File: src/rtl/timer_counter_pkg.sv
// Shared definitions for the memory-mapped countdown timer: register map,
// CTRL field positions, FSM state encoding and CTRL pack/unpack helpers.
package timer_counter_pkg;

   // Word addresses inside the device window
   localparam logic [1:0] AddrCtrl   = 2'd0;
   localparam logic [1:0] AddrPreset = 2'd1;
   localparam logic [1:0] AddrCount  = 2'd2;

   // CTRL bit positions
   localparam int unsigned CtrlEnBit   = 0;
   localparam int unsigned CtrlModeLsb = 1;
   localparam int unsigned CtrlModeMsb = 2;
   localparam int unsigned CtrlImBit   = 3;

   // Only mode 1 reloads; every other mode value behaves as one-shot
   localparam logic [1:0] ModeReload = 2'd1;

   typedef enum logic [1:0] {
      StIdle = 2'd0,
      StLoad = 2'd1,
      StCnt  = 2'd2,
      StInt  = 2'd3
   } tc_state_e;

   // Implemented CTRL fields; bits [31:4] do not exist in hardware
   typedef struct packed {
      logic       im;
      logic [1:0] mode;
      logic       en;
   } tc_ctrl_t;

   function automatic tc_ctrl_t word_to_ctrl(logic [31:0] w);
      tc_ctrl_t c;
      c.en   = w[CtrlEnBit];
      c.mode = w[CtrlModeMsb:CtrlModeLsb];
      c.im   = w[CtrlImBit];
      return c;
   endfunction

   function automatic logic [31:0] ctrl_to_word(tc_ctrl_t c);
      logic [31:0] w;
      w                          = '0;
      w[CtrlEnBit]               = c.en;
      w[CtrlModeMsb:CtrlModeLsb] = c.mode;
      w[CtrlImBit]               = c.im;
      return w;
   endfunction

endpackage

File: src/rtl/timer_counter_if.sv
// Device-bus responder interface between the system bridge and the timer.
// Signal names follow the bridge side of the bus.
interface timer_counter_if;

   logic [3:2]  Addr;
   logic        WE;
   logic [31:0] DIN;
   logic [31:0] DOUT;

   // Bridge side drives address/strobe/data and samples read data
   modport master (
      output Addr,
      output WE,
      output DIN,
      input  DOUT
   );

   // Timer side
   modport slave (
      input  Addr,
      input  WE,
      input  DIN,
      output DOUT
   );

endinterface

File: src/rtl/timer_counter.sv
// Memory-mapped countdown timer. CTRL/PRESET are bus writable, COUNT is
// read-only. One-shot mode holds IRQ until CTRL is rewritten; auto-reload
// mode emits a one-cycle IRQ pulse each period and restarts by itself.
module timer_counter
   import timer_counter_pkg::*;
(
   input  logic           clk,
   input  logic           reset,
   timer_counter_if.slave bus,
   output logic           IRQ
);

   tc_state_e   state_q, state_d;
   tc_ctrl_t    ctrl_q, ctrl_d;
   logic [31:0] preset_q, preset_d;
   logic [31:0] count_q, count_d;
   logic        held_q, held_d;

   logic wr_ctrl;
   logic wr_preset;

   assign wr_ctrl   = bus.WE & (bus.Addr == AddrCtrl);
   assign wr_preset = bus.WE & (bus.Addr == AddrPreset);

   // FSM next state and register updates; bus writes are applied last so they win
   always_comb begin
      state_d  = state_q;
      ctrl_d   = ctrl_q;
      preset_d = preset_q;
      count_d  = count_q;
      held_d   = held_q;

      unique case (state_q)
         StIdle: begin
            if (ctrl_q.en) begin
               state_d = StLoad;
            end
         end
         StLoad: begin
            count_d = preset_q;
            state_d = StCnt;
         end
         StCnt: begin
            // Decrement is suppressed at zero, so COUNT never wraps
            if (!ctrl_q.en) begin
               state_d = StIdle;
            end else if (count_q != 32'd0) begin
               count_d = count_q - 32'd1;
            end else begin
               state_d = StInt;
            end
         end
         StInt: begin
            state_d = StIdle;
            // One-shot stops itself and latches the interrupt; reload keeps Enable set
            if (ctrl_q.mode != ModeReload) begin
               ctrl_d.en = 1'b0;
               held_d    = 1'b1;
            end
         end
         default: begin
            state_d = StIdle;
         end
      endcase

      if (wr_ctrl) begin
         ctrl_d = word_to_ctrl(bus.DIN);
         held_d = 1'b0;
      end
      if (wr_preset) begin
         preset_d = bus.DIN;
      end
   end

   // State and register file, cleared asynchronously
   always_ff @(posedge clk or negedge reset) begin
      if (!reset) begin
         state_q  <= StIdle;
         ctrl_q   <= '0;
         preset_q <= '0;
         count_q  <= '0;
         held_q   <= 1'b0;
      end else begin
         state_q  <= state_d;
         ctrl_q   <= ctrl_d;
         preset_q <= preset_d;
         count_q  <= count_d;
         held_q   <= held_d;
      end
   end

   // Combinational read mux; returns the pre-edge register value
   always_comb begin
      bus.DOUT = '0;
      unique case (bus.Addr)
         AddrCtrl:   bus.DOUT = ctrl_to_word(ctrl_q);
         AddrPreset: bus.DOUT = preset_q;
         AddrCount:  bus.DOUT = count_q;
         default:    bus.DOUT = '0;
      endcase
   end

   // Interrupt: pulse while in INT, or held after a one-shot expiry; IM gates both
   always_comb begin
      IRQ = ctrl_q.im & ((state_q == StInt) | held_q);
   end

endmodule

File: src/flat_wrapper.sv
// flat-port wrapper written by rule: the top's interface ports become plain ports
module timer_counter_flat import timer_counter_pkg::*;
  (clk, reset, IRQ, bus_Addr, bus_WE, bus_DIN, bus_DOUT);
  timer_counter_if bus_i ();
  input  logic clk;
  input  logic reset;
  output logic IRQ;
  input wire logic [$bits(bus_i.Addr)-1:0] bus_Addr;
  input wire logic [$bits(bus_i.WE)-1:0] bus_WE;
  input wire logic [$bits(bus_i.DIN)-1:0] bus_DIN;
  output wire logic [$bits(bus_i.DOUT)-1:0] bus_DOUT;
  assign bus_i.Addr = bus_Addr;
  assign bus_i.WE = bus_WE;
  assign bus_i.DIN = bus_DIN;
  assign bus_DOUT = bus_i.DOUT;
  timer_counter u_core (.clk(clk), .reset(reset), .bus(bus_i), .IRQ(IRQ));
endmodule
File: config.mk
export PLATFORM = sky130hd
export DESIGN_NAME = timer_counter_flat
export DESIGN_NICKNAME = d
export VERILOG_FILES = /design/src/rtl/timer_counter_pkg.sv /design/src/rtl/timer_counter_if.sv /design/src/rtl/timer_counter.sv /design/src/flat_wrapper.sv
export SDC_FILE = /design/constraint.sdc
export NUM_CORES = 1
export LEC_CHECK = 0
export ABC_CLOCK_PERIOD_IN_PS = 3400
export CAP_MARGIN = 10
export CORE_UTILIZATION = 39
export CTS_BUF_LIST = sky130_fd_sc_hd__clkbuf_8
export DETAILED_ROUTE_END_ITERATION = 8
export GPL_ROUTABILITY_DRIVEN = 0
export SLEW_MARGIN = 25
export SYNTH_ARGS = -nofsm -noshare
export SYNTH_HDL_FRONTEND = slang
export SYNTH_SLANG_ARGS = --single-unit
File: constraint.sdc
create_clock -name clk -period 3.4 [get_ports clk]
set_clock_uncertainty 0.05 [all_clocks]
set_input_delay 1.02 -clock clk [delete_from_list [all_inputs] [get_ports clk]]
set_output_delay 1.02 -clock clk [all_outputs]
set_load 0.05 [all_outputs]
==> summary by stage <==
Run status
The flow ran to the end, and the final reports show no timing, DRC or antenna violations.

Min path
The kind of path behind the tightest hold check is flip-flop to flip-flop.

Global routing
The initial antenna violation count was 0. The overflow left after global routing is 0. For this run, the total global-route usage over all layers was measured as approximately 22%.

The number of global-route vias before repair is 3,735. Entering global routing, the biggest net connects 33 pins. The wire length of the first global-routing pass is 19,300 um.

Final layout
The fraction of final layout cells sized beyond drive strength 1 is 30.8%. From synthesis to final layout, the design area changed by 36.9%. The number of antenna diodes in the final layout is 0. The filler cells instantiated in the layout total 931.

The final layout contains 520 nets. The filler-free cell count of the finished design is 619. At the end of the flow the core is filled with cells to roughly 55%.

Floorplan
The initial utilization of the core area, before any placement, comes to 40.2%. The standard-cell row count is 37. In this run the vertical extent of the chip is 105 um. The number of top-level design ports is 70. The floorplan step set the die width to 105 um.

The die area is 11,100 um^2. After floorplanning, the core was sized to cover 10,400 um^2.

Drt
The detailed router finished its first iteration with 178 violations. The first-pass iteration count of the detailed router is 4. The total length of routed wires is 11,800 um.

The routed length per instance is ~19 um. The remaining antenna violation count after routing is 0. Dividing the detail-routed via count by the number of cells gives a little over 6. The final route contains about 3.8k vias. The post-detailed-route DRC marker count is 0.

STA
Subtracting the final worst setup slack from the clock period gives 3.25 ns. The relative slew slack is 49.0%. The final count of pins violating max slew is 0. Based on the critical path, the design can be clocked at up to 307 MHz.

Setup repair after global routing left no endpoint under its margin. The fraction of the cycle the final worst path needs is 95.7%. The final hold violation count is 0. Setup total negative slack on the finished layout was measured at 0 ns. The actual slew at the worst max-slew pin is 0.764 ns.

Setup violations remaining at the end of the flow were counted as 0. The worst path meets setup with 0.146 ns of slack.

Power
The proportion of power drawn by combinational gates is 51.5%. The cell area power density is around 840 nW/um^2. The net switching power is roughly 0.0021 W.

In this run the static leakage power is 2.27 nW. Net switching is 44.4% of the power. The share of total power dissipated in the clock network is 15.9%. The overall power consumption is roughly 0.0048 W. The share of total power in sequential cells is 32.5%.

The internal power is between 0.002 and 0.003 W. The largest vdd supply drop is 0.496 mV.

Synthesis
The gate count after technology mapping is 404. After Yosys synthesis, full adders, half adders and majority gates account for ~1.5% of the synthesized area. Sequential cells were found to cover a little over two fifths of the synthesized design area. The number of enable flip-flop cells after synthesis is 0. The fraction of synthesized cell area in xor and xnor cells is less than 1%.

The async set-or-reset flop fraction in the synthesized netlist is 100%. The number of flip-flops and latches in the synthesized netlist is 71. Counting distinct cell types in the post-synthesis netlist gives 66. The dominant combinational cell family by area after synthesis is compound AO/OA/AOI/OAI gates.

After synthesis, the mean cell area works out to 10.3 um^2. Of the total synthesized cell area, the portion taken by AND, OR, NAND and NOR gates is 17.3%. In the synthesized netlist the dominant register cell turns out to be dfrtp_1. Of the post-synthesis cell area, the part taken by muxes is 11.1%. The warning count from the yosys run is 0. The post-synth net total is around 450.

The synthesized cell area is between 4000 and 5000 um^2. The synthesized netlist devotes a little under a quarter of its cell area to compound gates.

Clock network
The maximum clock insertion buffer count is 2. The number of sinks handled by clock tree synthesis is 71. Buffers inserted during clock tree synthesis total 9. At the later pin of the worst-skew pair, clock insertion delay measures roughly 0.36 ns. After clock tree synthesis, the clock-pin slew on the worst setup and hold paths is 0.08 ns. TritonCTS built the clock tree. The H-tree generated during clock tree synthesis spans 3 levels. The tree is rooted in a clkbuf_8. The number of buffers inserted to repair setup after CTS is 0.

Setup path
The capturing instance or port of the critical path is bus_DOUT[10]. The critical path in this run is classified as primary input to primary output. In this run the worst setup path begins at bus_Addr[0]. The count of cells along the worst register-to-register path is 5.

In this run the critical register-to-register path is launched from u_core.count_q[30]$_DFFE_PN0P_. The worst path required time is 2.33 ns. Traced cell by cell, the critical path runs through dlygate4sd2_1 > buf_4 > nor2b_4 > buf_6 > a22o_1 > buf_12. The capturing element type of the critical path is a primary output. Along the worst path, the maximum fanout reaches 12. The critical path startpoint category is a primary input. Across all register-to-register paths, the minimum setup slack is 0.57 ns. The delay of the slowest cell on the worst path is between 0.2 and 0.3 ns.

The slowest stage of the critical path belongs to the cell dlygate4sd2_1. At the worst endpoint, the arrival time is 2.18 ns. The reg-to-reg critical path endpoint is u_core.count_q[8]$_DFFE_PN0P_.

Job
The number of maximum-capacitance violations is 0.

Placement
In this run the tool buffered the top-level ports with a little under 70 buffer cells. The placement-stage worst setup slack is -0.0518 ns. In this run, placement finished with an instance count of between 600 and 700. Detailed placement ended at an HPWL of 7930 um.
==> synth_stat cells (8+ instances only) <==
cell type | n | share of area, %
a22o_1 | 27 | 5.7
nor2_1 | 20 | 1.8
or4_1 | 16 | 2.9
dfrtp_1 | 71 | 43
mux2i_1 | 8 | 1.9
nor4_1 | 9 | 1.3
o211ai_1 | 15 | 2.7
a22oi_1 | 15 | 2.7
inv_1 | 8 | 0.72
nand2_1 | 20 | 1.8
or3_1 | 10 | 1.5
a21oi_1 | 10 | 1.2
mux2_2 | 34 | 9.2
clkbuf_1 | 20 | 1.8
o21ai_0 | 13 | 1.6
nand3_1 | 18 | 2.2
==> cell families after synthesis <==
family / Yosys count
AO/OA/AOI/OAI: 121
XOR/XNOR: 1
adder cells (fa/ha/maj): 5
buffers and inverters: 38
flip-flops: 71
multiplexers: 42
AND/OR/NAND/NOR: 126
==> worst min-delay path by stage <==
stage | from | end | depth (start not counted)
6_report | u_core.held_q$_DFFE_PN0P_ | u_core.held_q$_DFFE_PN0P_ | 2
3_5_place_dp | u_core.held_q$_DFFE_PN0P_ | u_core.held_q$_DFFE_PN0P_ | 2
5_1_grt | u_core.preset_q[10]$_DFFE_PN0P_ | u_core.preset_q[10]$_DFFE_PN0P_ | 1
4_1_cts | u_core.held_q$_DFFE_PN0P_ | u_core.held_q$_DFFE_PN0P_ | 2
2_1_floorplan | u_core.preset_q[23]$_DFFE_PN0P_ | u_core.count_q[23]$_DFFE_PN0P_ | 2
3_3_place_gp | u_core.held_q$_DFFE_PN0P_ | u_core.held_q$_DFFE_PN0P_ | 2
==> per-stage QoR <==
| stage | area (um^2) | hold WS (ns) |
|---|---|---|
| after global placement | 5460 | 0.454 |
| after floorplan | 4210 | 0.424 |
| final | 5710 | 0.475 |
| after CTS | 5710 | 0.474 |
| after detailed placement | 5460 | 0.461 |
| after global routing | 5710 | 0.511 |
==> worst max-delay path, delay by kind of cell <==
| kind | cells | cell delay, ns |
|---|---|---|
| and+or+nand+nor | 1 | 0.18 |
| buffers and inverters | 4 | 0.76 |
| AOI/OAI and AO/OA | 1 | 0.22 |
==> cells in the final DEF, fill, tap and decap left out, types with 3 or more instances in the layout <==
cell type	netlist	routed
nor3_1	4	4
buf_4	0	18
a22o_1	27	7
nor2_1	20	20
nor4_1	9	9
o21ai_2	0	4
a22o_2	1	20
mux2i_1	8	8
o22ai_1	7	7
a22oi_1	15	15
a311oi_1	4	4
nand2_1	20	20
or4_1	16	16
ha_1	5	5
nand3b_1	3	3
or4_2	4	4
a21oi_1	10	10
mux2_2	34	34
nand4_1	3	3
clkbuf_8	0	9
dfrtp_1	71	71
clkdlybuf4s50_1	0	34
or3_1	10	10
inv_1	8	9
a2bb2oi_1	3	3
o21ai_0	13	9
o211ai_1	15	15
nand3_1	18	18
buf_12	0	35
==> registers in the layout, summed over array words and instances (netlist names) <==
signal / flops
u_core.count_q: 32
u_core.ctrl_q: 4
u_core.held_q: 1
u_core.preset_q: 32
u_core.state_q: 2
==> area by class of cell <==
class | instances | area, um^2 | share of cell area (%)
clock buffer | 9 | 124 | 2.17
clock inverter | 7 | 97.6 | 1.71
inverter | 9 | 33.8 | 0.591
multi-input combinational | 295 | 2290 | 40.1
sequential | 71 | 1780 | 31.1
tap | 136 | 170 | 2.98
timing repair buffer | 92 | 1220 | 21.4
==> power by group through the flow <==
stage	combinational (W)	clock [W]	sequential (W)
global route	0.00267	0.000826	0.00163
finish	0.00249	0.000768	0.00157
CTS	0.00248	0.000787	0.00156
detailed placement	0.00247	0	0.00157
floorplan	0.00166	0	0.00144
global placement	0.00241	0	0.00156
==> layer usage <==
metal	track usage [%]	part of all wire [%]
met1	29.2	45
met2	35.2	48
met3	5.01	4.5
met4	8.35	2.7
met5	0	0
==> what timing repair did <==
action,in CTS,in global routing
gates resized for setup,8,0
setup endpoints to repair,28,0
hold buffers,0,0
No activity file was read; power rests on OpenSTA's default activity.
